<file path="config.mk">
export PLATFORM = sky130hd
export DESIGN_NAME = mux_nto1_reg
export DESIGN_NICKNAME = d
export VERILOG_FILES = /design/src/rtl/mux_pkg.sv /design/src/rtl/mux_skid_buf.sv /design/src/rtl/mux_nto1_reg.sv
export SDC_FILE = /design/constraint.sdc
export NUM_CORES = 1
export LEC_CHECK = 0
export ABC_AREA = 0
export ABC_CLOCK_PERIOD_IN_PS = 4340
export BUFFER_PORTS_ARGS = -buffer_cell sky130_fd_sc_hd__buf_4
export CAP_MARGIN = 20
export CORE_MARGIN = 10
export CORE_UTILIZATION = 35
export CTS_CLUSTER_SIZE = 12
export DETAILED_ROUTE_END_ITERATION = 8
export GPL_ROUTABILITY_DRIVEN = 1
export MAX_ROUTING_LAYER = met4
export PLACE_DENSITY_LB_ADDON = 0.25
export SYNTH_ARGS = -nofsm -noshare
export SYNTH_HDL_FRONTEND = slang
export SYNTH_SLANG_ARGS = --single-unit
</file>
<file path="constraint.sdc">
create_clock -name clk -period 4.34 [get_ports clk]
set_clock_uncertainty 0.1 [all_clocks]
set_input_delay 0.217 -clock clk [delete_from_list [all_inputs] [get_ports clk]]
set_output_delay 0.217 -clock clk [all_outputs]
set_load 0.005 [all_outputs]
</file>
<file path="src/rtl/mux_pkg.sv">
// Shared definitions for the registered N-to-1 selector.
//   sel_width(n) : select width for n inputs (ceil log2, never below 1)
//   MUX_MAX_IN   : largest supported input count
//   bufState_e   : occupancy of the 2-entry output skid buffer
package mux_pkg;

    localparam int unsigned MUX_MAX_IN = 16;

    typedef enum logic [1:0] {
        BUF_EMPTY = 2'd0,
        BUF_ONE   = 2'd1,
        BUF_FULL  = 2'd2
    } bufState_e;

    function automatic int unsigned sel_width(input int unsigned n);
        return (n <= 2) ? 1 : $clog2(n);
    endfunction

endpackage

</file>
<file path="src/rtl/mux_skid_buf.sv">
// Two-entry valid/ready FIFO buffer with registered ready.
//   clk, rst_n          : clock, asynchronous active-low reset
//   in_data/in_valid    : producer side, in_ready = not full
//   out_data/out_valid  : head entry, out_valid = not empty
//   out_ready           : consumer accepts the head entry
module mux_skid_buf
    import mux_pkg::*;
#(
    parameter int unsigned WIDTH = 5
) (
    input  logic             clk,
    input  logic             rst_n,
    input  logic [WIDTH-1:0] in_data,
    input  logic             in_valid,
    output logic             in_ready,
    output logic [WIDTH-1:0] out_data,
    output logic             out_valid,
    input  logic             out_ready
);

    bufState_e        state, stateNext;
    logic [WIDTH-1:0] headQ, tailQ;
    logic             push, pop;

    // Ready depends only on registered occupancy, never on out_ready.
    assign in_ready  = (state != BUF_FULL);
    assign out_valid = (state != BUF_EMPTY);
    assign out_data  = headQ;

    assign push = in_valid && in_ready;
    assign pop  = out_valid && out_ready;

    always_comb begin
        stateNext = state;
        case (state)
            BUF_EMPTY: if (push) stateNext = BUF_ONE;
            BUF_ONE: begin
                if (push && !pop)      stateNext = BUF_FULL;
                else if (!push && pop) stateNext = BUF_EMPTY;
            end
            BUF_FULL:  if (pop) stateNext = BUF_ONE;
            default:   stateNext = BUF_EMPTY;
        endcase
    end

    always_ff @(posedge clk or negedge rst_n) begin
        if (!rst_n) begin
            state <= BUF_EMPTY;
            headQ <= '0;
            tailQ <= '0;
        end else begin
            state <= stateNext;
            // Head refills from the tail on a pop when full, otherwise
            // directly from the input when the buffer is (or becomes) empty.
            if (state == BUF_FULL && pop)
                headQ <= tailQ;
            else if (push && (state == BUF_EMPTY || pop))
                headQ <= in_data;
            if (push && state == BUF_ONE && !pop)
                tailQ <= in_data;
        end
    end

endmodule

</file>
<file path="src/rtl/mux_nto1_reg.sv">
// Registered N-to-1 selector with latched select, valid/ready flow control,
// sticky illegal-select flag and a 2-entry output skid buffer.
//   sel_load/sel_in     : load select register (bypassed to same-cycle transfer)
//   in_data             : NUM_IN words, input i at [i*WIDTH +: WIDTH]
//   in_valid/in_ready   : producer handshake
//   out_data/out_valid  : buffered selected word, out_ready from consumer
//   sel_cur             : current latched select
//   err_sel/err_clr     : sticky illegal-select flag and its clear
module mux_nto1_reg
    import mux_pkg::*;
#(
    parameter int unsigned     WIDTH       = 5,
    parameter int unsigned     NUM_IN      = 4,
    parameter int unsigned     SEL_W       = mux_pkg::sel_width(NUM_IN),
    parameter bit              LOCK_SEL    = 1'b1,
    parameter logic [WIDTH-1:0] DEFAULT_VAL = '0
) (
    input  logic                    clk,
    input  logic                    rst_n,
    input  logic                    sel_load,
    input  logic [SEL_W-1:0]        sel_in,
    input  logic [NUM_IN*WIDTH-1:0] in_data,
    input  logic                    in_valid,
    output logic                    in_ready,
    output logic [WIDTH-1:0]        out_data,
    output logic                    out_valid,
    input  logic                    out_ready,
    output logic [SEL_W-1:0]        sel_cur,
    output logic                    err_sel,
    input  logic                    err_clr
);

    localparam int unsigned CMP_W = SEL_W + 1;

    logic [SEL_W-1:0] selQ, effSel;
    logic [WIDTH-1:0] muxWord, pushWord;
    logic             selIllegal, accept, errQ;

    always_comb begin
        if (LOCK_SEL)
            effSel = sel_load ? sel_in : selQ;
        else
            effSel = sel_in;
    end

    // Extra bit keeps the compare correct when NUM_IN == 2**SEL_W.
    assign selIllegal = ({1'b0, effSel} >= CMP_W'(NUM_IN));

    always_comb begin
        muxWord = '0;
        for (int unsigned i = 0; i < NUM_IN; i++) begin
            if (effSel == SEL_W'(i))
                muxWord = in_data[i*WIDTH +: WIDTH];
        end
    end

    assign pushWord = selIllegal ? DEFAULT_VAL : muxWord;
    assign accept   = in_valid && in_ready;

    always_ff @(posedge clk or negedge rst_n) begin
        if (!rst_n) begin
            selQ <= '0;
            errQ <= 1'b0;
        end else begin
            if (sel_load)
                selQ <= sel_in;
            // A new illegal accept outranks a simultaneous clear.
            if (accept && selIllegal)
                errQ <= 1'b1;
            else if (err_clr)
                errQ <= 1'b0;
        end
    end

    assign sel_cur = selQ;
    assign err_sel = errQ;

    mux_skid_buf #(
        .WIDTH(WIDTH)
    ) uBuf (
        .clk      (clk),
        .rst_n    (rst_n),
        .in_data  (pushWord),
        .in_valid (in_valid),
        .in_ready (in_ready),
        .out_data (out_data),
        .out_valid(out_valid),
        .out_ready(out_ready)
    );

endmodule

</file>
* Word level (Yosys, flattened, before mapping)
Index checks and enable logic that the tools add are counted.
** Operators by class
- Equality and inequality tests :: 9
- Muxes and demuxes :: 12
- Reductions and logical operators :: 16
** Operators by type and width (number)
- two-way mux 5 bit :: 6
- two-way mux 2 bit :: 5
- logical AND 1 bit :: 8
- equality test 2 bit, second input constant :: 3
- case mux 2 bit (3 select lines) :: 1
- equality test 2 x 1 -> 1 bit, second input constant :: 2
- logical NOT 2 bit :: 2
- != test 2 x 1 -> 1 bit, second input constant :: 2
- nonzero test 2 bit :: 2
- != test 3 x 1 -> 1 bit, second input constant :: 1
- AND reduction 3 bit :: 1
- logical NOT 1 bit :: 2
- != test 2 bit, second input constant :: 1
- logical OR 1 bit :: 1
** Storage, ports and cells
- Flip-flop bits (word level) :: 14
- Output and inout port bits :: 10

* Depth between registers and ports, before layout
- Word-level depth :: 8
- Depth in mapped cells :: 5

* By module
A second synthesis with hierarchy kept.
** Unflattened totals
- Cells, all modules :: 76
- Area total of the unflattened synthesis :: 904.6 µm²
** Modules (own cells, without submodules)
- mux_skid_buf :: instances 1, cells each 52, area an instance 646.9 µm², seq. area each 300.3 µm²
- mux_nto1_reg :: instances 1, cells each 24, area an instance 257.7 µm², seq. area each 50.0 µm²

* Worst setup path before layout
Ideal clock, no wire load.
- Path kind :: register to register
- Start :: register selQ[0], in the netlist sel_cur[0]
- End :: register uBuf.headQ[2], in the netlist uBuf.out_data[2]
- Library setup time :: 126 ps
- Arrival time :: 1382 ps
- Required time :: 4114 ps
- Path slack :: 2732 ps
- Stages on the path, launching flop included :: 6
- Buffers on the path :: 1
- Period minus slack after synthesis :: 1608 ps
- Path through :: dfrtp_1 > mux2i_1 > buf_6 > mux2i_1 > mux2i_1 > a221o_1
** Between the ends
- Word-level cells in the longest chain between the ends :: 8
- Elaborated cells on any way between the ends :: 11
- Those cells by class :: 3 x eq/ne; 7 x mux; 1 x reduce/logical
** RTL lines
- from (decl) :: line mux_nto1_reg.sv:35 : logic [SEL_W-1:0] selQ, effSel;
- from (signal assigned) :: line mux_nto1_reg.sv:66 : selQ <= sel_in;
- two-way mux 2 bit *
- logical NOT 2 bit :: line mux_nto1_reg.sv:52 : if (effSel == SEL_W'(i))
- two-way mux 5 bit (3 in series) :: line mux_nto1_reg.sv:52
- two-way mux 5 bit * :: line mux_nto1_reg.sv:52
- two-way mux 5 bit * :: line mux_skid_buf.sv:57 : else if (push && (state == BUF_EMPTY || pop))
- two-way mux 5 bit * :: line mux_skid_buf.sv:55 : if (state == BUF_FULL && pop)
- to (signal assigned) :: line mux_skid_buf.sv:56 : headQ <= tailQ;
- to (signal assigned) :: line mux_skid_buf.sv:58 : headQ <= in_data;
- to (decl) :: line mux_skid_buf.sv:22 : logic [WIDTH-1:0] headQ, tailQ;
Mark *: on every way between the ends. The rest lies on a longest branch, timed or not. The select of a mux whose other input is x is not followed.
A chain may end at the register's enable or synchronous reset.

* Worst setup path after layout
- Start :: register selQ[0], in the netlist sel_cur[0]
- End :: register uBuf.headQ[1], in the netlist uBuf.out_data[1]
Same word-level chain as after synthesis.

==> impl_metrics.json <==
{
  "tns_ns": 0,
  "crit_chain": "mux2i_1 -> buf_4 -> mux2i_1 -> mux2i_1 -> a221o_1",
  "nNetsFinal": 135,
  "place_hpwl_um": 1650,
  "h-tree-depth": 1,
  "period_needed_ns": 2.01,
  "crit_slowest_cell": "mux2i_1",
  "ant_nets": 0,
  "cts-root-buf": "clkbuf_4",
  "drive_gt1_frac": 0.443,
  "synth_simple_gate_area_share": 0.0995,
  "drv_cap": 0,
  "seq_area_sq_um": 350,
  "synth_mux_area_frac": 0.302,
  "clock_sinks": 14,
  "grt_pass1_vias": 677,
  "routabilityCongestion": 0.792,
  "reg2reg_to": "uBuf.out_data[1]",
  "die_area_sq_mm": 0.00457,
  "ctsResizeCount": 0,
  "clkTransAtPathRegs_ns": 0.09,
  "wl_per_cell_um": 15.3,
  "cts_tree": "yes",
  "cts_made_buffers": 3,
  "synthDistinctLibCells": 22,
  "start_util": 0.362,
  "cp_common_cell": "mux2i_1",
  "synthXorXnorAreaFrac": 0,
  "via_per_inst": 4.87,
  "vias": 652,
  "required_ns": 4.40,
  "grt_pass1_wl_um": 3140,
  "rows": 17,
  "antenna_cells": 0,
  "crit_end": "uBuf.out_data[1]",
  "syn_avg_cell_area_sq_um": 11.6,
  "num-fill-cells": 189,
  "io_pins": 38,
  "path_class": "register to register",
  "slowest_delay_ns": 0.46,
  "die_h_um": 67.6,
  "synth_top_family_by_area": "multiplexers",
  "reg2reg_depth": 5,
  "setup_viol": 0,
  "rrSetupSlack_ns": 2.33,
  "relSlewSlack": 0.499,
  "max_freq_ghz": 0.499,
  "synthAdderAreaFrac": 0,
  "gr-total-overflow": 0,
  "hp-class": "input pin to register",
  "grt_max_degree": 15,
  "synth_seq_cells": 14,
  "vdd_ir_drop_max_mv": 0.218,
  "syn_nets": 96,
  "finalHoldViolations": 0,
  "crit_start": "sel_cur[0]",
  "area_growth_pct": 41.5,
  "yosys_warnings": 0,
  "drtIter0Drc": 27,
  "finalPower_w": 0.000446,
  "multi_input_area_sq_um": 408,
  "drc_errors": 0,
  "syn_area_sq_um": 792,
  "status": "complete, no violations",
  "die_width_um": 67.6,
  "finalCritPeriodShare": 0.462,
  "arrival_ns": 2.06,
  "worst_slew_pin_slew_ns": 0.745,
  "ys_seq_area_frac": 0.442,
  "synth_compound_area_frac": 0.109,
  "coreArea_sq_mm": 0.00219,
  "grt_usage": 0.0906,
  "cp-start-kind": "register",
  "end_kind": "register",
  "wirelength_um": 2060,
  "power_density_mw_per_mm2": 398,
  "clk_latency_ns": 0.27,
  "leakage_nw": 0.573,
  "antenna_found_initial": 0,
  "post_cts_buffers": 0,
  "first_pass_iters": 2,
  "r2r_start": "sel_cur[0]",
  "port_buffers": 35,
  "synth_cells": 68,
  "cp_max_fo": 7,
  "rsz0062_at_grt": "no",
  "clk_path_buf_depth": 2,
  "drv_slew": 0
}
## stage by stage
step / utilization / hold slack, ns / instance area (sq um) / setup WS [ns] / std cells
after floorplan: - / -0.179 / 792 / 2.73 / 68
after global placement: 0.491 / -0.0259 / 1070 / 2.35 / 129
after detailed placement: 0.491 / -0.0243 / 1070 / 2.32 / 129
after CTS: 0.512 / 0.0347 / 1120 / 2.33 / 134
after global routing: 0.512 / 0.0496 / 1120 / 2.20 / 134
final: 0.512 / 0.0398 / 1120 / 2.33 / 134
## critical path: cells and delay by family (launching register included)
kind | cells | cell delay, ns
AOI/OAI and AO/OA | 1 | 0.32
buffers and inverters | 1 | 0.28
DFF | 1 | 0.39
muxes | 3 | 0.79
## repair_timing
action / in CTS / in global routing
endpoints found under the setup margin: 0 / 0
hold buffers: 1 / 0
hold endpoints to repair: 14 / 0
## sequential cells by signal, summed over array words and instances, names as in the netlist
name and count:
sel_cur 2, uBuf.out_data 5, uBuf.state 2, uBuf.tailQ 5
## synth_stat cells
library cell / count / area [sq um]
o22ai_1: 1 / 6.26
a21oi_1: 3 / 15.0
a221o_1: 5 / 50.1
dfrtp_1: 14 / 350
nor3b_1: 1 / 7.51
nor2b_1: 1 / 6.26
or2_2: 1 / 6.26
nand2_1: 3 / 11.3
and3_1: 1 / 6.26
clkbuf_1: 1 / 3.75
and2_1: 5 / 31.3
mux2i_1: 16 / 160
buf_6: 1 / 11.3
buf_4: 1 / 7.51
nand2b_1: 1 / 6.26
a21boi_0: 1 / 7.51
mux2i_4: 1 / 22.5
a21o_1: 1 / 7.51
nor2_1: 1 / 3.75
inv_1: 3 / 11.3
conb_1: 1 / 3.75
mux2_2: 5 / 56.3
## layout by cell type (no fill, tap or decap), drive strengths merged
master       synthesis  routed
buf                  2      36
mux2i               17      17
dfrtp               14      14
and2                 5       5
a221o                5       5
mux2                 5       5
clkbuf               1       4
inv                  3       3
nand2                3       3
a21oi                3       3
nand2b               1       1
or2                  1       1
a21boi               1       1
nor2b                1       1
a21o                 1       1
nor2                 1       1
nor3b                1       1
o22ai                1       1
and3                 1       1
conb                 1       1
dlygate4sd3          0       1
## routing by layer
layer / vias to the layer above / track usage / wire, um
met1: 300 / 0.118 / 961
met2: 29 / 0.122 / 833
met3: 0 / 0.0364 / 261
li1: 323 / - / -
met4: 0 / 0.0308 / 0
met5: - / - / 0
## cell type report
class / count / share of cell area
clock buffers: 4 / 0.0324
inverters: 3 / 0.0100
multi-input cells: 48 / 0.364
repair buffers: 37 / 0.250
flip-flops and latches: 14 / 0.312
well taps: 28 / 0.0312
## where the power goes
part	internal (W)	switching, W
sequential	0.000176	0.0000240
combinational	0.0000969	0.0000574
clock	0.0000509	0.0000408
## cell families after synthesis
kind of cell | count (synthesis)
other cells | 1
buf+inv | 6
simple gates | 14
flops | 14
compound gates | 11
mux | 22
## worst min path at each step
stage | from | end | slack, ns | cells after the start
2_1_floorplan | rst_n | sel_cur[0] | -0.18 | 0
3_3_place_gp | rst_n | uBuf.out_data[2] | -0.03 | 1
6_report | out_ready | uBuf.state[1] | 0.04 | 2
3_5_place_dp | rst_n | uBuf.out_data[2] | -0.02 | 1
4_1_cts | out_ready | uBuf.state[1] | 0.03 | 2
5_1_grt | out_ready | uBuf.state[1] | 0.05 | 2
Power figures use the tool's default switching activity.
